### src/rtl/seven_segment_pkg.sv
// Shared definitions for the 7-segment scan capture block.
//   SEG_DECODE     : active-high gfedcba pattern for each hex digit 0..F
//   seg_to_nibble  : pattern -> {match, nibble}; nibble is 0 when nothing matches
//   capture_state_t: per-dwell capture FSM states
package seven_segment_pkg;

  localparam logic [6:0] SEG_DECODE [16] = '{
    7'h3F, 7'h06, 7'h5B, 7'h4F, 7'h66, 7'h6D, 7'h7D, 7'h07,
    7'h7F, 7'h6F, 7'h77, 7'h7C, 7'h39, 7'h5E, 7'h79, 7'h71
  };

  typedef enum logic [1:0] {
    IDLE,
    SETTLE,
    HOLD
  } capture_state_t;

  // Table entries are unique, so at most one iteration can match.
  function automatic logic [4:0] seg_to_nibble(input logic [6:0] seg);
    logic [4:0] res;
    res = '0;
    for (int i = 0; i < 16; i++) begin
      if (seg == SEG_DECODE[i]) begin
        res = {1'b1, 4'(i)};
      end
    end
    return res;
  endfunction

endpackage

### src/rtl/seven_segment_capture_if.sv
// Multiplexed 7-segment scan bus (active-low anodes and cathodes).
//   anode   : one bit per digit, low = digit selected
//   cathode : bit0=A .. bit6=G, bit7=dot, low = segment lit
// master drives the bus (display driver), slave observes it (capture).
interface seven_segment_capture_if #(
  parameter int unsigned NUM_SEGMENTS = 4
) ();

  logic [NUM_SEGMENTS-1:0] anode;
  logic [7:0]              cathode;

  modport master (output anode, output cathode);
  modport slave  (input  anode, input  cathode);

endinterface

### src/rtl/seven_segment_scan_classify.sv
// Combinational classification of an active-low anode scan word.
//   anode : scan anodes, active-low
//   blank : all anodes high (no digit selected)
//   legal : exactly one anode low
//   index : position of the low anode when legal (don't-care otherwise)
module seven_segment_scan_classify #(
  parameter int unsigned NUM_SEGMENTS = 4,
  localparam int unsigned IdxW = (NUM_SEGMENTS > 1) ? $clog2(NUM_SEGMENTS) : 1
) (
  input  logic [NUM_SEGMENTS-1:0] anode,
  output logic                    blank,
  output logic                    legal,
  output logic [IdxW-1:0]         index
);

  int unsigned zero_cnt;

  always_comb begin
    zero_cnt = 0;
    index    = '0;
    for (int unsigned i = 0; i < NUM_SEGMENTS; i++) begin
      if (!anode[i]) begin
        zero_cnt = zero_cnt + 1;
        index    = IdxW'(i);
      end
    end
  end

  assign blank = &anode;
  assign legal = (zero_cnt == 1);

endmodule

### src/rtl/seven_segment_capture.sv
// Receive side of the multiplexed 7-segment driver: waits for each digit's
// dwell to settle, decodes the cathode pattern and assembles a full frame.
//   clk, CPU_RESETN : clock, asynchronous active-low reset
//   scan            : anode/cathode scan bus (slave side)
//   encoded         : last complete frame, one nibble per digit (index = anode bit)
//   digit_point     : decimal point per digit of the last frame (1 = lit)
//   seg_err         : 1 = cathode pattern of that digit not a hex glyph
//   frame_valid     : one-cycle pulse when the three frame outputs update
//   anode_err       : one-cycle pulse on the first cycle of an illegal anode pattern
//   stale           : level, no frame completed for STALE_CYCLES cycles
module seven_segment_capture
  import seven_segment_pkg::*;
#(
  parameter int unsigned NUM_SEGMENTS  = 4,
  parameter int unsigned SETTLE_CYCLES = 16,
  parameter int unsigned STALE_CYCLES  = 400000
) (
  input  logic                         clk,
  input  logic                         CPU_RESETN,
  seven_segment_capture_if.slave       scan,
  output logic [NUM_SEGMENTS-1:0][3:0] encoded,
  output logic [NUM_SEGMENTS-1:0]      digit_point,
  output logic [NUM_SEGMENTS-1:0]      seg_err,
  output logic                         frame_valid,
  output logic                         anode_err,
  output logic                         stale
);

  localparam int unsigned IdxW    = (NUM_SEGMENTS > 1) ? $clog2(NUM_SEGMENTS) : 1;
  localparam int unsigned SettleW = $clog2(SETTLE_CYCLES + 1);
  localparam int unsigned StaleW  = $clog2(STALE_CYCLES + 1);

  // Input register plus one-cycle history for change detection.
  logic [NUM_SEGMENTS-1:0] anode_q, anode_p;
  logic [7:0]              cathode_q, cathode_p;

  always_ff @(posedge clk or negedge CPU_RESETN) begin
    if (!CPU_RESETN) begin
      anode_q   <= '1;
      anode_p   <= '1;
      cathode_q <= '1;
      cathode_p <= '1;
    end else begin
      anode_q   <= scan.anode;
      cathode_q <= scan.cathode;
      anode_p   <= anode_q;
      cathode_p <= cathode_q;
    end
  end

  logic            anode_blank, anode_legal;
  logic [IdxW-1:0] anode_idx;

  seven_segment_scan_classify #(
    .NUM_SEGMENTS (NUM_SEGMENTS)
  ) u_classify (
    .anode (anode_q),
    .blank (anode_blank),
    .legal (anode_legal),
    .index (anode_idx)
  );

  logic anode_chg, scan_chg;
  assign anode_chg = (anode_q != anode_p);
  assign scan_chg  = anode_chg || (cathode_q != cathode_p);
  // A new illegal pattern differs from the previous word, so this is an edge.
  assign anode_err = !anode_blank && !anode_legal && anode_chg;

  // Capture FSM
  capture_state_t     state_q, state_d;
  logic [SettleW-1:0] settle_cnt_q, settle_cnt_d;
  logic               capture;

  always_ff @(posedge clk or negedge CPU_RESETN) begin
    if (!CPU_RESETN) begin
      state_q      <= IDLE;
      settle_cnt_q <= '0;
    end else begin
      state_q      <= state_d;
      settle_cnt_q <= settle_cnt_d;
    end
  end

  always_comb begin
    state_d      = state_q;
    settle_cnt_d = settle_cnt_q;
    capture      = 1'b0;
    case (state_q)
      IDLE: begin
        if (anode_legal) begin
          state_d      = SETTLE;
          settle_cnt_d = SettleW'(1);
        end
      end
      SETTLE: begin
        if (!anode_legal) begin
          state_d      = IDLE;
          settle_cnt_d = '0;
        end else if (scan_chg) begin
          // Any change restarts the dwell, even on the would-be capture cycle.
          settle_cnt_d = SettleW'(1);
        end else if (32'(settle_cnt_q) + 32'd1 >= SETTLE_CYCLES) begin
          capture      = 1'b1;
          state_d      = HOLD;
          settle_cnt_d = '0;
        end else begin
          settle_cnt_d = settle_cnt_q + SettleW'(1);
        end
      end
      HOLD: begin
        // Only an anode change ends the dwell; cathode flicker is ignored.
        if (anode_chg) begin
          if (anode_legal) begin
            state_d      = SETTLE;
            settle_cnt_d = SettleW'(1);
          end else begin
            state_d = IDLE;
          end
        end
      end
      default: begin
        state_d      = IDLE;
        settle_cnt_d = '0;
      end
    endcase
  end

  // Staging, frame assembly and stale tracking
  logic [4:0] seg_dec;
  assign seg_dec = seg_to_nibble(~cathode_q[6:0]);

  logic [NUM_SEGMENTS-1:0][3:0] stage_nib_q, stage_nib_d, encoded_q, encoded_d;
  logic [NUM_SEGMENTS-1:0]      stage_dp_q, stage_dp_d, stage_err_q, stage_err_d;
  logic [NUM_SEGMENTS-1:0]      mask_q, mask_d;
  logic [NUM_SEGMENTS-1:0]      dp_q, dp_d, err_q, err_d;
  logic                         frame_valid_q, frame_done;
  logic [StaleW-1:0]            stale_cnt_q, stale_cnt_d;

  assign frame_done = &mask_q;

  always_comb begin
    stage_nib_d = stage_nib_q;
    stage_dp_d  = stage_dp_q;
    stage_err_d = stage_err_q;
    mask_d      = frame_done ? '0 : mask_q;
    encoded_d   = frame_done ? stage_nib_q : encoded_q;
    dp_d        = frame_done ? stage_dp_q  : dp_q;
    err_d       = frame_done ? stage_err_q : err_q;
    if (capture) begin
      stage_nib_d[anode_idx] = seg_dec[3:0];
      stage_dp_d[anode_idx]  = ~cathode_q[7];
      stage_err_d[anode_idx] = ~seg_dec[4];
      mask_d[anode_idx]      = 1'b1;
    end
    // Clearing on frame_done (not on the pulse) lets stale drop with frame_valid.
    if (frame_done) begin
      stale_cnt_d = '0;
    end else if (stale_cnt_q != StaleW'(STALE_CYCLES)) begin
      stale_cnt_d = stale_cnt_q + StaleW'(1);
    end else begin
      stale_cnt_d = stale_cnt_q;
    end
  end

  always_ff @(posedge clk or negedge CPU_RESETN) begin
    if (!CPU_RESETN) begin
      stage_nib_q   <= '0;
      stage_dp_q    <= '0;
      stage_err_q   <= '0;
      mask_q        <= '0;
      encoded_q     <= '0;
      dp_q          <= '0;
      err_q         <= '0;
      frame_valid_q <= 1'b0;
      stale_cnt_q   <= '0;
    end else begin
      stage_nib_q   <= stage_nib_d;
      stage_dp_q    <= stage_dp_d;
      stage_err_q   <= stage_err_d;
      mask_q        <= mask_d;
      encoded_q     <= encoded_d;
      dp_q          <= dp_d;
      err_q         <= err_d;
      frame_valid_q <= frame_done;
      stale_cnt_q   <= stale_cnt_d;
    end
  end

  assign encoded     = encoded_q;
  assign digit_point = dp_q;
  assign seg_err     = err_q;
  assign frame_valid = frame_valid_q;
  assign stale       = (stale_cnt_q == StaleW'(STALE_CYCLES));

endmodule

### src/flat_wrapper.sv
// flat-port wrapper written by rule: the top's interface ports become plain ports
module seven_segment_capture_flat import seven_segment_pkg::*;
#(
  parameter int unsigned NUM_SEGMENTS  = 4,
  parameter int unsigned SETTLE_CYCLES = 16,
  parameter int unsigned STALE_CYCLES  = 400000
)
  (clk, CPU_RESETN, encoded, digit_point, seg_err, frame_valid, anode_err, stale, scan_anode, scan_cathode);
  seven_segment_capture_if #(.NUM_SEGMENTS(NUM_SEGMENTS)) scan_i ();
  input  logic clk;
  input  logic CPU_RESETN;
  output logic [NUM_SEGMENTS-1:0][3:0] encoded;
  output logic [NUM_SEGMENTS-1:0] digit_point;
  output logic [NUM_SEGMENTS-1:0] seg_err;
  output logic frame_valid;
  output logic anode_err;
  output logic stale;
  input wire logic [$bits(scan_i.anode)-1:0] scan_anode;
  input wire logic [$bits(scan_i.cathode)-1:0] scan_cathode;
  assign scan_i.anode = scan_anode;
  assign scan_i.cathode = scan_cathode;
  seven_segment_capture #(.NUM_SEGMENTS(NUM_SEGMENTS), .SETTLE_CYCLES(SETTLE_CYCLES), .STALE_CYCLES(STALE_CYCLES)) u_core (.clk(clk), .CPU_RESETN(CPU_RESETN), .scan(scan_i), .encoded(encoded), .digit_point(digit_point), .seg_err(seg_err), .frame_valid(frame_valid), .anode_err(anode_err), .stale(stale));
endmodule
### config.mk
export PLATFORM = sky130hd
export DESIGN_NAME = seven_segment_capture_flat
export DESIGN_NICKNAME = d
export VERILOG_FILES = /design/src/rtl/seven_segment_pkg.sv /design/src/rtl/seven_segment_capture_if.sv /design/src/rtl/seven_segment_scan_classify.sv /design/src/rtl/seven_segment_capture.sv /design/src/flat_wrapper.sv
export SDC_FILE = /design/constraint.sdc
export NUM_CORES = 1
export LEC_CHECK = 0
export CORE_MARGIN = 1.5
export CORE_UTILIZATION = 60
export DETAILED_ROUTE_END_ITERATION = 8
export PLACE_DENSITY = 0.86
export SKIP_CTS_REPAIR_TIMING = 1
export SLEW_MARGIN = 30
export SYNTH_ARGS = -nofsm -noshare
export SYNTH_HDL_FRONTEND = slang
export SYNTH_HIERARCHICAL = 1
export SYNTH_SLANG_ARGS = --single-unit
export TNS_END_PERCENT = 5
### constraint.sdc
create_clock -name clk -period 8.3 [get_ports clk]
set_input_delay 1.66 -clock clk [delete_from_list [all_inputs] [get_ports clk]]
set_output_delay 1.66 -clock clk [all_outputs]
set_load 0.02 [all_outputs]
==> results of run 1 <==
routing by layer:
metal	routed length (um)	track usage [%]	vias to the layer above
met1	3770	30.88	1544
met5	0	0	-
met3	280	5.219	7
met4	75	6.614	0
met2	4368	38.16	67
li1	-	-	1522
how the worst max path moves through the flow:
stage,startpoint,end,slack [ns],cells after the start
finish,u_core/anode_q[1],anode_err,3.54,9
global route,u_core/anode_q[0],anode_err,3.37,9
CTS,u_core/anode_q[1],anode_err,3.51,9
detailed placement,u_core/anode_q[0],anode_err,3.94,9
global placement,u_core/anode_q[0],anode_err,4.06,9
floorplan,u_core/anode_q[0],anode_err,4.39,8
logic make-up after synthesis:
kind of cell | count (synthesis) | share of synthesized area, %
xor gates and xnor gates | 29 | 5.506
and+or+nand+nor | 173 | 19.56
adders and majority gates | 7 | 1.844
DFF | 103 | 56.52
buffers and inverters | 32 | 2.766
muxes | 25 | 6.211
AOI/OAI and AO/OA | 53 | 7.595
registers in the layout, summed over array words and instances (netlist names):
register and flops:
u_core/stage_err_q 4, u_core/seg_err 4, u_core/cathode_q 8, u_core/frame_valid 1
u_core/stage_dp_q 4, u_core/encoded 16, u_core/stage_nib_q 16, u_core/cathode_p 8
u_core/anode_q 4, u_core/anode_p 4, u_core/digit_point 4, u_core/mask_q 4
u_core/settle_cnt_q 5, u_core/state_q 2, u_core/stale_cnt_q 19
per-stage QoR:
| step | instances | hold slack (ns) |
|---|---|---|
| global route | 563 | 0.4172 |
| CTS | 563 | 0.4008 |
| floorplan | 422 | 0.3658 |
| detailed placement | 547 | 0.3844 |
| global placement | 547 | 0.3791 |
| finish | 563 | 0.3998 |
worst max-delay path: cells and delay by family, from the launching register on:
family	cells	cell delay [ns]
DFF	1	0.59
AOI/OAI and AO/OA	2	0.47
adders and majority gates	2	0.58
buffers and inverters	2	0.60
and+or+nand+nor	1	0.11
xor gates and xnor gates	2	0.40
cells in the final DEF, fill, tap and decap left out, types with 6 or more instances in the layout:
cell type / n
nor2_1: 20
a21oi_1: 10
inv_1: 15
ha_1: 6
mux2_2: 15
a31oi_1: 7
xor2_1: 17
nand3_1: 14
clkbuf_8: 9
o21ai_0: 13
nor3_1: 9
dfrtp_1: 79
clkdlybuf4s50_1: 39
a21o_1: 6
xnor2_1: 12
nand2_1: 79
dfstp_2: 24
layout make-up:
type	count	area, um^2
tap	99	123.9
inverter	15	56.30
clock inverter	6	76.32
clock buffer	10	127.6
sequential	103	2608
timing repair buffer	43	424.2
multi-input combinational	287	1878
fill	504	2037
where the power goes:
| part | switching (mW) | internal, mW |
|---|---|---|
| logic | 0.0306 | 0.0250 |
| clock network | 0.174 | 0.146 |
| registers | 0.0142 | 0.515 |
==> impl_results.html, run 1 <==
<table>
<tr><th>Metric</th><th>Value</th></tr>
<tr><th colspan="2">Outcome</th></tr>
<tr><td>Result of the run</td><td>completed</td></tr>
<tr><th colspan="2">CTS</th></tr>
<tr><td>Clk sink count</td><td>103</td></tr>
<tr><td>Clock buffer depth</td><td>2</td></tr>
<tr><td>Clock latency of the later-clocked register in the worst-skew pair</td><td>0.36 ns</td></tr>
<tr><td>CTS tree</td><td>yes</td></tr>
<tr><td>TritonCTS Buffers</td><td>9</td></tr>
<tr><td>Total number of H-tree levels</td><td>3</td></tr>
<tr><td>Post-CTS clock slew at the launch and capture registers of the worst setup and hold paths</td><td>0.10 ns</td></tr>
<tr><td>Root Buffer</td><td>clkbuf_8</td></tr>
<tr><th colspan="2">Detailed routing</th></tr>
<tr><td>Routed via count</td><td>3140</td></tr>
<tr><td>Post-detailed-route count of antenna-violating nets</td><td>0</td></tr>
<tr><td>Number of iterations in the first detailed-routing pass</td><td>6</td></tr>
<tr><td>WL final</td><td>roughly 8.5 mm</td></tr>
<tr><td>DR vias/cell</td><td>about 5.6</td></tr>
<tr><td>Post-detailed-route DRC marker count</td><td>0</td></tr>
<tr><td>Iteration-0 DRC count of the detailed router</td><td>194</td></tr>
<tr><td>WL/cell</td><td>15.09 um</td></tr>
<tr><th colspan="2">Setup path</th></tr>
<tr><td>Required time at the worst-slack endpoint</td><td>approximately 6.6 ns</td></tr>
<tr><td>Cell with the biggest individual delay on the critical path</td><td>dfstp_2</td></tr>
<tr><td>Critical-path maximum fanout</td><td>5</td></tr>
<tr><td>Reg2reg end</td><td>u_core/stage_nib_q[4]</td></tr>
<tr><td>Cell depth of the worst flop-to-flop path</td><td>12</td></tr>
<tr><td>Crit path DAT</td><td>3.10 ns</td></tr>
<tr><td>Worst Path Class, Setup</td><td>flip-flop to output pin</td></tr>
<tr><td>RR Startpoint</td><td>u_core/anode_q[1]</td></tr>
<tr><td>Startpoint types</td><td>flip-flop</td></tr>
<tr><td>Biggest cell delay along the critical path</td><td>about 0.59 ns</td></tr>
<tr><td>Cell breakdown of the critical path</td><td>inv_1 -&gt; ha_1 -&gt; xnor2_1 -&gt; ha_1 -&gt; xnor2_1 -&gt; a31oi_1 -&gt; o32ai_2 -&gt; nor3_1 -&gt; clkdlybuf4s50_1</td></tr>
<tr><td>Setup slack, reg-to-reg</td><td>4.35 ns</td></tr>
<tr><td>Type of element capturing the critical path</td><td>output pin</td></tr>
<tr><th colspan="2">Synthesis</th></tr>
<tr><td>Share of async-settable or async-resettable flops after synthesis</td><td>100.0%</td></tr>
<tr><td>Synth top cells by count</td><td>79 x dfrtp_1, 79 x nand2_1, 24 x dfstp_2</td></tr>
<tr><td>Area fraction of the dominant cell type after synthesis</td><td>a little over two fifths</td></tr>
<tr><td>Top flip-flop cell by instance count after synthesis</td><td>dfrtp_1</td></tr>
<tr><td>Netlist area before placement</td><td>0.004613 mm^2</td></tr>
<tr><td>Dominant cells by area after synthesis</td><td>dfrtp_1 43%, dfstp_2 14%, nand2_1 6.4%, mux2_2 3.7%, xor2_1 3.2%</td></tr>
<tr><td>Post-Synthesis Cells</td><td>422</td></tr>
<tr><td>Number of enable flip-flop cells after synthesis</td><td>0</td></tr>
<tr><td>Yosys top cell by area</td><td>dfrtp_1</td></tr>
<tr><td>Synthesized area per cell</td><td>10.93 um^2</td></tr>
<tr><td>Post-Syn Nets</td><td>442</td></tr>
<tr><td>Portion of the post-synthesis area used by sequential elements</td><td>56.52%</td></tr>
<tr><td>Register bit count reported by yosys</td><td>a little over 100</td></tr>
<tr><td>Synth Warn #</td><td>6</td></tr>
<tr><td>Synth cell types</td><td>between 50 and 60</td></tr>
<tr><th colspan="2">Floorplan</th></tr>
<tr><td>Die Area</td><td>0.008224 mm^2</td></tr>
<tr><td>Placeable Area</td><td>0.007331 mm^2</td></tr>
<tr><td>Site Rows</td><td>31</td></tr>
<tr><td>Number of ports placed on the die boundary</td><td>41</td></tr>
<tr><td>Die H</td><td>90.69 um</td></tr>
<tr><td>Starting utilization of the core area</td><td>62.93%</td></tr>
<tr><td>Die boundary width</td><td>90.69 um</td></tr>
<tr><th colspan="2">Finish</th></tr>
<tr><td>Area of all placed cells without fillers</td><td>0.005294 mm^2</td></tr>
<tr><td>Post-layout util</td><td>between 70 and 80%</td></tr>
<tr><td>Area overhead of the layout relative to synthesis</td><td>14.75%</td></tr>
<tr><td>Diode insertion count for antenna repair</td><td>0</td></tr>
<tr><td>Share of layout cells above drive strength 1</td><td>around 16%</td></tr>
<tr><td>Final #Nets</td><td>479</td></tr>
<tr><th colspan="2">STA</th></tr>
<tr><td>Relative slew margins</td><td>44.99%</td></tr>
<tr><td>Final max-slew violation count</td><td>0</td></tr>
<tr><td>Setup ws final</td><td>approximately 3.5 ns</td></tr>
<tr><td>Setup repair after global routing missed its margin</td><td>no</td></tr>
<tr><td>Worst clock skew</td><td>0.01080 ns</td></tr>
<tr><td>Time the worst path needs with I/O delays and setup</td><td>4.761 ns</td></tr>
<tr><td>Setup TNS Final</td><td>0 ns</td></tr>
<tr><td>Setup-violating endpoint count in the final report</td><td>0</td></tr>
<tr><td>Slew @ Worst Pin</td><td>0.8176 ns</td></tr>
<tr><td>Final Hold Vio Count</td><td>0</td></tr>
<tr><td>Maximum achievable frequency</td><td>0.2100 GHz</td></tr>
<tr><td>Fin crit share</td><td>57.36%</td></tr>
<tr><th colspan="2">Placed design</th></tr>
<tr><td>Pre-CTS setup slack</td><td>3.939 ns</td></tr>
<tr><td>Estimated wirelength of the detail-placed design</td><td>5.754 mm</td></tr>
<tr><td>Global placer's final weighted congestion</td><td>0.7947</td></tr>
<tr><td>Cell area after placement</td><td>~0.005 mm^2</td></tr>
<tr><td>Quantity of I/O buffers inserted on ports</td><td>40</td></tr>
<tr><th colspan="2">Global route</th></tr>
<tr><td>Initial antenna violation count</td><td>0</td></tr>
<tr><td>Remaining global-route overflow</td><td>0</td></tr>
<tr><td>First-pass GRT wire length</td><td>15.19 mm</td></tr>
<tr><td>Number of global-route vias before repair</td><td>roughly 3200</td></tr>
<tr><td>GR Util All Layers</td><td>23.18%</td></tr>
<tr><td>Largest net degree at the start of global routing</td><td>73</td></tr>
<tr><th colspan="2">Power and ir drop</th></tr>
<tr><td>Peak supply drop</td><td>0.0001199 V</td></tr>
<tr><td>Total power</td><td>904.6 uW</td></tr>
<tr><td>Leakage dissipation</td><td>2.430 nW</td></tr>
<tr><td>Power density relative to cell area</td><td>between 150 and 200 mW/mm^2</td></tr>
<tr><th colspan="2">Worst hold path</th></tr>
<tr><td>End point of the most critical hold path</td><td>u_core/anode_p[0]</td></tr>
<tr><td>Hold Startpoint</td><td>u_core/anode_q[0]</td></tr>
<tr><td>Number of cells traversed by the worst hold path</td><td>0</td></tr>
<tr><td>Min-delay worst type</td><td>flip-flop to flip-flop</td></tr>
<tr><th colspan="2">Flow run</th></tr>
<tr><td>Max-cap violations</td><td>0</td></tr>
</table>
No activity file was read; power rests on OpenSTA's default activity.
==> run 2, diff against run 1 <==
CORE_UTILIZATION = 57   (was 60)
PLACE_DENSITY = 0.82   (was 0.86)
clock period = 4.8 ns   (was 8.3 ns; I/O delays follow)
==> impl_results.html, run 2 (synthesis results as in run 1) <==
<table>
<tr><th>Metric</th><th>Value</th></tr>
<tr><th colspan="2">Detailed routing</th></tr>
<tr><td>Wire length on met3</td><td>325 um (+16%)</td></tr>
<tr><td>Number of iterations in the first detailed-routing pass</td><td>4 (-2)</td></tr>
<tr><td>Iteration-0 DRC count of the detailed router</td><td>115 (-41%)</td></tr>
<tr><td>WL final</td><td>8.459 mm (-0.42%)</td></tr>
<tr><td>Post-detailed-route count of antenna-violating nets</td><td>0 (unchanged)</td></tr>
<tr><td>WL/cell</td><td>14.97 um (-0.78%)</td></tr>
<tr><td>Post-detailed-route DRC marker count</td><td>0 (unchanged)</td></tr>
<tr><td>Routed wire length on met2</td><td>4.233 mm (-3.1%)</td></tr>
<tr><td>Routed via count</td><td>3174 (+1.1%)</td></tr>
<tr><td>M1 WL</td><td>3.788 mm (+0.48%)</td></tr>
<tr><td>Top routing layer in use</td><td>met4</td></tr>
<tr><td>DR vias/cell</td><td>5.618 (+0.72%)</td></tr>
<tr><th colspan="2">Setup path</th></tr>
<tr><td>Crit path DAT</td><td>3.09 ns (about the same)</td></tr>
<tr><td>Required time at the worst-slack endpoint</td><td>3.84 ns (-2.80 ns)</td></tr>
<tr><td>RR Startpoint</td><td>u_core/anode_q[0]</td></tr>
<tr><td>Startpoint types</td><td>flip-flop</td></tr>
<tr><td>Worst Path Class, Setup</td><td>flip-flop to output pin</td></tr>
<tr><td>Reg2reg end</td><td>u_core/stage_nib_q[1]</td></tr>
<tr><td>Setup slack, reg-to-reg</td><td>1.04 ns (-3.31 ns)</td></tr>
<tr><td>Critical-path maximum fanout</td><td>5 (unchanged)</td></tr>
<tr><td>Type of element capturing the critical path</td><td>output pin</td></tr>
<tr><td>Cell depth of the worst flop-to-flop path</td><td>12 (unchanged)</td></tr>
<tr><th colspan="2">Placed design</th></tr>
<tr><td>Quantity of I/O buffers inserted on ports</td><td>40 (unchanged)</td></tr>
<tr><td>Estimated wirelength of the detail-placed design</td><td>5.581 mm (-3.0%)</td></tr>
<tr><td>Global placer's final weighted congestion</td><td>0.7387 (-7.0%)</td></tr>
<tr><th colspan="2">Finish</th></tr>
<tr><td>Leading cell types in the layout, fill and taps excluded</td><td>79 x nand2_1, 79 x dfrtp_1, 39 x clkdlybuf4s50_1, 24 x dfstp_2, 20 x nor2_1</td></tr>
<tr><td>Area taken by multi-input logic gates</td><td>0.001878 mm^2 (unchanged)</td></tr>
<tr><td>Final #Nets</td><td>478 (-0.21%)</td></tr>
<tr><td>Area overhead of the layout relative to synthesis</td><td>14.62%</td></tr>
<tr><td>Area used by sequential logic in the layout</td><td>0.002608 mm^2 (unchanged)</td></tr>
<tr><td>FILL cells</td><td>594 (+18%)</td></tr>
<tr><td>Flip-flop count of the largest register after layout</td><td>19 (unchanged)</td></tr>
<tr><td>Post-layout util</td><td>68.07% (-4.1 points)</td></tr>
<tr><td>Register with the most flip-flops</td><td>u_core/stale_cnt_q</td></tr>
<tr><td>Share of layout cells above drive strength 1</td><td>16.20% (+0.25 points)</td></tr>
<tr><td>Diode insertion count for antenna repair</td><td>0 (unchanged)</td></tr>
<tr><th colspan="2">CTS</th></tr>
<tr><td>Clock buffer depth</td><td>2 (unchanged)</td></tr>
<tr><td>Clk sink count</td><td>103 (unchanged)</td></tr>
<tr><td>TritonCTS Buffers</td><td>9 (unchanged)</td></tr>
<tr><td>CTS tree</td><td>yes</td></tr>
<tr><td>Clock latency of the later-clocked register in the worst-skew pair</td><td>0.36 ns (about the same)</td></tr>
<tr><td>Root Buffer</td><td>clkbuf_8</td></tr>
<tr><td>Post-CTS clock slew at the launch and capture registers of the worst setup and hold paths</td><td>0.09 ns (about the same)</td></tr>
<tr><td>Total number of H-tree levels</td><td>3 (unchanged)</td></tr>
<tr><th colspan="2">STA</th></tr>
<tr><td>Setup-violating endpoint count in the final report</td><td>0 (unchanged)</td></tr>
<tr><td>Final max-slew violation count</td><td>0 (unchanged)</td></tr>
<tr><td>Setup repair after global routing missed its margin</td><td>no</td></tr>
<tr><td>Worst clock skew</td><td>0.01298 ns (+0.002178 ns)</td></tr>
<tr><td>Time the worst path needs with I/O delays and setup</td><td>4.050 ns</td></tr>
<tr><td>Slew @ Worst Pin</td><td>0.8904 ns (+0.07280 ns)</td></tr>
<tr><td>Relative slew margins</td><td>40.09% (-4.9 points)</td></tr>
<tr><td>Fin crit share</td><td>84.38%</td></tr>
<tr><td>Final Hold Vio Count</td><td>0 (unchanged)</td></tr>
<tr><td>Setup TNS Final</td><td>0 ns (unchanged)</td></tr>
<tr><td>Maximum achievable frequency</td><td>0.2469 GHz</td></tr>
<tr><th colspan="2">Global route</th></tr>
<tr><td>GR Util All Layers</td><td>21.33% (-1.9 points)</td></tr>
<tr><td>Largest net degree at the start of global routing</td><td>74 (+1.4%)</td></tr>
<tr><td>Initial antenna violation count</td><td>0 (unchanged)</td></tr>
<tr><td>Number of global-route vias before repair</td><td>3145 (-2.0%)</td></tr>
<tr><td>First-pass GRT wire length</td><td>14.52 mm (-4.4%)</td></tr>
<tr><td>Remaining global-route overflow</td><td>0 (unchanged)</td></tr>
<tr><th colspan="2">Floorplan</th></tr>
<tr><td>Placeable Area</td><td>0.007767 mm^2 (+6.0%)</td></tr>
<tr><td>Die H</td><td>92.96 um (+2.5%)</td></tr>
<tr><td>Starting utilization of the core area</td><td>59.39% (-3.5 points)</td></tr>
<tr><td>Site Rows</td><td>32 (+3.2%)</td></tr>
<tr><td>Die Area</td><td>0.008642 mm^2 (+5.1%)</td></tr>
<tr><td>Number of ports placed on the die boundary</td><td>41 (unchanged)</td></tr>
<tr><td>Die boundary width</td><td>92.96 um (+2.5%)</td></tr>
<tr><th colspan="2">Power and ir drop</th></tr>
<tr><td>Portion of total power attributed to sequential cells</td><td>58.9% (+0.4 points)</td></tr>
<tr><td>Total power</td><td>1.555 mW (+72%)</td></tr>
<tr><td>Switching Share</td><td>24.02% (-0.17 points)</td></tr>
<tr><td>Peak supply drop</td><td>0.0001936 V (+62%)</td></tr>
<tr><td>Combinational share of power</td><td>6.2% (about the same)</td></tr>
<tr><td>Leakage dissipation</td><td>2.423 nW (-0.30%)</td></tr>
<tr><td>Internal portion of total power</td><td>1.182 mW (+72%)</td></tr>
<tr><td>Switch Pwr</td><td>373.5 uW (+71%)</td></tr>
<tr><td>Power density relative to cell area</td><td>294.1 mW/mm^2 (+72%)</td></tr>
<tr><td>Clk network pwr share</td><td>34.9% (-0.4 points)</td></tr>
<tr><th colspan="2">Flow run</th></tr>
<tr><td>Max-cap violations</td><td>0 (unchanged)</td></tr>
<tr><th colspan="2">Worst hold path</th></tr>
<tr><td>Number of cells traversed by the worst hold path</td><td>0 (unchanged)</td></tr>
<tr><td>Min-delay worst type</td><td>flip-flop to flip-flop</td></tr>
<tr><td>End point of the most critical hold path</td><td>u_core/anode_p[0]</td></tr>
<tr><td>Hold Startpoint</td><td>u_core/anode_q[0]</td></tr>
<tr><th colspan="2">Outcome</th></tr>
<tr><td>Result of the run</td><td>completed</td></tr>
</table>
## run 2: power groups by stage
stage	registers [mW]	clock network, mW	logic, mW
after floorplan	0.919	0	0.0626
after global placement	0.930	0	0.0938
final	0.916	0.543	0.0963
after global routing	0.919	0.596	0.107
after detailed placement	0.931	0	0.0966
after CTS	0.916	0.567	0.0978
## run 2: routing by layer
metal / track usage, % / up-vias
li1: - / 1516
met1: 27.92 / 1577
met2: 35.22 / 73
met3: 5.255 / 8
met4: 6.313 / 0
met5: 0 / -
## run 2: area by class of cell
class                      instances  share of cell area (%)
sequential                       103                   49.31
multi-input combinational        287                   35.52
timing repair buffer              42                   7.880
tap                              102                   2.414
clock buffer                       9                   2.343
clock inverter                     7                   1.467
inverter                          15                   1.065
## run 2: worst max-delay path by stage
stage	to	slack, ns	startpoint
floorplan	u_core/stage_err_q[1]	1.42	u_core/anode_q[0]
global placement	anode_err	1.20	u_core/anode_q[0]
detailed placement	u_core/stage_err_q[0]	1.06	u_core/anode_q[0]
CTS	anode_err	0.71	u_core/anode_q[0]
global route	anode_err	0.50	u_core/anode_q[0]
finish	anode_err	0.75	u_core/anode_q[0]
## run 2: through the flow
step	instances	hold WS [ns]	setup WS, ns	instance area (um^2)
6_report	565	0.3964	0.7497	5288
5_1_grt	565	0.4075	0.4966	5288
4_1_cts	565	0.3994	0.7130	5284
3_5_place_dp	549	0.3870	1.061	5082
3_3_place_gp	549	0.3794	1.199	5082
2_1_floorplan	422	0.3658	1.423	4613
## run 2: critical path: stages, from the launching register on
cell,delay (ns)
dfstp_2,0.57
inv_1,0.05
ha_1,0.34
xnor2_1,0.23
ha_1,0.24
xnor2_1,0.09
a31oi_1,0.21
o32ai_2,0.14
nor3_1,0.23
clkdlybuf4s50_1,0.64
==> run 3, diff against run 2 <==
CORE_UTILIZATION = 52   (was 57)
PLACE_DENSITY = 0.79   (was 0.82)
clock period = 3.6 ns   (was 4.8 ns; I/O delays follow)
==> impl_results.html, run 3 (synthesis results as in run 1) <==
<table>
<tr><th>Metric</th><th>Value</th></tr>
<tr><th colspan="2">Outcome</th></tr>
<tr><td>Result of the run</td><td>completed</td></tr>
<tr><th colspan="2">STA</th></tr>
<tr><td>Fin crit share</td><td>95.66%</td></tr>
<tr><td>Setup-violating endpoint count in the final report</td><td>0 (unchanged)</td></tr>
<tr><td>Worst clock skew</td><td>0.01252 ns (-0.0004658 ns)</td></tr>
<tr><td>Maximum achievable frequency</td><td>0.2904 GHz</td></tr>
<tr><td>Setup TNS Final</td><td>0 ns (unchanged)</td></tr>
<tr><td>Slew @ Worst Pin</td><td>0.8611 ns (-0.02931 ns)</td></tr>
<tr><td>Final max-slew violation count</td><td>0 (unchanged)</td></tr>
<tr><td>Relative slew margins</td><td>42.06% (+2.0 points)</td></tr>
<tr><td>Time the worst path needs with I/O delays and setup</td><td>~3.4 ns</td></tr>
<tr><td>Minimum hold slack</td><td>0.3825 ns (-0.01386 ns)</td></tr>
<tr><td>Final Hold Vio Count</td><td>0 (unchanged)</td></tr>
<tr><td>Setup repair after global routing missed its margin</td><td>no</td></tr>
<tr><th colspan="2">CTS</th></tr>
<tr><td>Clk sink count</td><td>103 (unchanged)</td></tr>
<tr><td>Clock latency of the later-clocked register in the worst-skew pair</td><td>0.36 ns (about the same)</td></tr>
<tr><td>Root Buffer</td><td>clkbuf_8</td></tr>
<tr><td>CTS tree</td><td>yes</td></tr>
<tr><td>TritonCTS Buffers</td><td>9 (unchanged)</td></tr>
<tr><td>Total number of H-tree levels</td><td>3 (unchanged)</td></tr>
<tr><td>Post-CTS clock slew at the launch and capture registers of the worst setup and hold paths</td><td>0.10 ns (about the same)</td></tr>
<tr><td>Clock buffer depth</td><td>2 (unchanged)</td></tr>
<tr><th colspan="2">Detailed routing</th></tr>
<tr><td>Top routing layer in use</td><td>met4</td></tr>
<tr><td>Iteration-0 DRC count of the detailed router</td><td>131 (+14%)</td></tr>
<tr><td>DR vias/cell</td><td>5.588 (-0.53%)</td></tr>
<tr><td>Routed wire length on met2</td><td>4.340 mm (+2.5%)</td></tr>
<tr><td>Post-detailed-route DRC marker count</td><td>0 (unchanged)</td></tr>
<tr><td>M1 WL</td><td>3.955 mm (+4.4%)</td></tr>
<tr><td>WL/cell</td><td>15.15 um (+1.2%)</td></tr>
<tr><td>Wire length on met3</td><td>343 um (+5.5%)</td></tr>
<tr><td>WL final</td><td>8.788 mm (+3.9%)</td></tr>
<tr><td>Number of iterations in the first detailed-routing pass</td><td>4 (unchanged)</td></tr>
<tr><td>Post-detailed-route count of antenna-violating nets</td><td>0 (unchanged)</td></tr>
<tr><td>Routed via count</td><td>3241 (+2.1%)</td></tr>
<tr><th colspan="2">Floorplan</th></tr>
<tr><td>Site Rows</td><td>34 (+6.3%)</td></tr>
<tr><td>Die boundary width</td><td>97.19 um (+4.6%)</td></tr>
<tr><td>Die H</td><td>97.19 um (+4.6%)</td></tr>
<tr><td>Starting utilization of the core area</td><td>53.16% (-6.2 points)</td></tr>
<tr><td>Placeable Area</td><td>0.008678 mm^2 (+12%)</td></tr>
<tr><td>Number of ports placed on the die boundary</td><td>41 (unchanged)</td></tr>
<tr><td>Die Area</td><td>0.009446 mm^2 (+9.3%)</td></tr>
<tr><th colspan="2">Placed design</th></tr>
<tr><td>Global placer's final weighted congestion</td><td>0.8339 (+13%)</td></tr>
<tr><td>Estimated wirelength of the detail-placed design</td><td>5.963 mm (+6.8%)</td></tr>
<tr><td>Quantity of I/O buffers inserted on ports</td><td>40 (unchanged)</td></tr>
<tr><th colspan="2">Setup path</th></tr>
<tr><td>Biggest cell delay along the critical path</td><td>0.59 ns (-0.05 ns)</td></tr>
<tr><td>Worst Path Class, Setup</td><td>flip-flop to flip-flop</td></tr>
<tr><td>Required time at the worst-slack endpoint</td><td>3.85 ns (about the same)</td></tr>
<tr><td>Cell breakdown of the critical path</td><td>inv_1 -&gt; ha_4 -&gt; xnor2_4 -&gt; ha_4 -&gt; xnor2_2 -&gt; a31oi_2 -&gt; o32ai_2 -&gt; nand3b_1 -&gt; a211oi_2 -&gt; nand4_2 -&gt; buf_6 -&gt; nor3b_4 -&gt; buf_6 -&gt; mux2_2</td></tr>
<tr><td>Type of element capturing the critical path</td><td>flip-flop</td></tr>
<tr><td>Crit path DAT</td><td>3.69 ns (+0.60 ns)</td></tr>
<tr><td>Cell with the biggest individual delay on the critical path</td><td>dfstp_2</td></tr>
<tr><td>Critical-path maximum fanout</td><td>6 (+1)</td></tr>
<tr><td>Startpoint types</td><td>flip-flop</td></tr>
<tr><th colspan="2">Finish</th></tr>
<tr><td>Share of layout cells above drive strength 1</td><td>19.07% (+2.9 points)</td></tr>
<tr><td>Flip-flop count of the largest register after layout</td><td>19 (unchanged)</td></tr>
<tr><td>Area overhead of the layout relative to synthesis</td><td>17.44%</td></tr>
<tr><td>Final #Nets</td><td>487 (+1.9%)</td></tr>
<tr><td>Register with the most flip-flops</td><td>u_core/stale_cnt_q</td></tr>
<tr><td>Diode insertion count for antenna repair</td><td>0 (unchanged)</td></tr>
<tr><td>Leading cell types in the layout, fill and taps excluded</td><td>79 x nand2_1, 79 x dfrtp_1, 38 x clkdlybuf4s50_1, 24 x dfstp_2, 20 x nor2_1</td></tr>
<tr><th colspan="2">Global route</th></tr>
<tr><td>Remaining global-route overflow</td><td>0 (unchanged)</td></tr>
<tr><td>Number of global-route vias before repair</td><td>3236 (+2.9%)</td></tr>
<tr><td>First-pass GRT wire length</td><td>15.10 mm (+4.0%)</td></tr>
<tr><td>Initial antenna violation count</td><td>0 (unchanged)</td></tr>
<tr><td>Largest net degree at the start of global routing</td><td>89 (+20%)</td></tr>
<tr><td>GR Util All Layers</td><td>19.65% (-1.7 points)</td></tr>
<tr><th colspan="2">Flow run</th></tr>
<tr><td>Max-cap violations</td><td>0 (unchanged)</td></tr>
<tr><th colspan="2">Power and ir drop</th></tr>
<tr><td>Leakage dissipation</td><td>2.474 nW (+2.1%)</td></tr>
<tr><td>Power density relative to cell area</td><td>374.6 mW/mm^2 (+27%)</td></tr>
<tr><td>Peak supply drop</td><td>0.0002165 V (+12%)</td></tr>
<tr><th colspan="2">Worst hold path</th></tr>
<tr><td>Min-delay worst type</td><td>input port to async pin</td></tr>
</table>
[run 3: cell types whose count changed in the layout (fill, tap and decap cells not counted), sizes merged]
| cell | before | now |
|---|---|---|
| clkdlybuf4s50 | 39 | 38 |
| bufinv | 1 | 0 |
| buf | 3 | 12 |
| clkbuf | 9 | 10 |
| clkinv | 3 | 2 |
| clkinvlp | 0 | 2 |
[run 3: worst paths after layout]
path | from | end | slack (ns) | cells after the start
max in group asynchronous | CPU_RESETN | u_core/anode_q[3] | 2.47 | 2
min in group clk | u_core/anode_q[0] | u_core/anode_p[0] | 0.40 | 0
min | CPU_RESETN | u_core/encoded[7] | 0.38 | 1
max reg2reg | u_core/anode_q[1] | u_core/stage_nib_q[5] | 0.16 | 14
min reg2reg | u_core/anode_q[0] | u_core/anode_p[0] | 0.40 | 0
max | u_core/anode_q[1] | u_core/stage_nib_q[5] | 0.16 | 14
[run 3: power breakdown]
| part | total, mW | switching (mW) | internal, mW |
|---|---|---|---|
| Clock | 0.666 | 0.406 | 0.260 |
| Combinational | 0.143 | 0.0753 | 0.0677 |
| Sequential | 1.22 | 0.0333 | 1.19 |
[run 3: area by class of cell]
cell class | count | area [um^2]
multi-input cells | 287 | 1952
clock buffers | 9 | 123.9
fillers | 713 | 3261
well taps | 108 | 135.1
clock inverters | 7 | 56.30
flip-flops and latches | 103 | 2608
repair buffers | 51 | 486.7
inverters | 15 | 56.30
[run 3: per-stage QoR]
| stage | setup slack, ns | std cells | util, % | area [um^2] | power, mW |
|---|---|---|---|---|---|
| detailed placement | 0.001331 | 563 | 59.39 | 5154 | 1.374 |
| global placement | 0.1302 | 563 | 59.34 | 5150 | 1.367 |
| floorplan | 0.2226 | 422 | - | 4613 | 1.309 |
| global route | 0.01229 | 580 | 62.43 | 5418 | 2.111 |
| finish | 0.1563 | 580 | 62.43 | 5418 | 2.030 |
| CTS | -0.3615 | 579 | 61.46 | 5334 | 2.038 |
[run 3: worst max-delay path: cells and delay by family (launching register included)]
kind	cells	cell delay, ns
multiplexers	1	0.33
buffers and inverters	3	0.44
XOR/XNOR	2	0.28
AND/OR/NAND/NOR	3	0.58
AO/OA/AOI/OAI	3	0.67
adder cells (fa/ha/maj)	2	0.45
flip-flops	1	0.59
[run 3: layer usage]
metal	global-route usage [%]	vias up
li1	-	1539
met1	27.48	1594
met2	31.04	97
met3	2.806	11
met4	8.138	0
met5	0	-
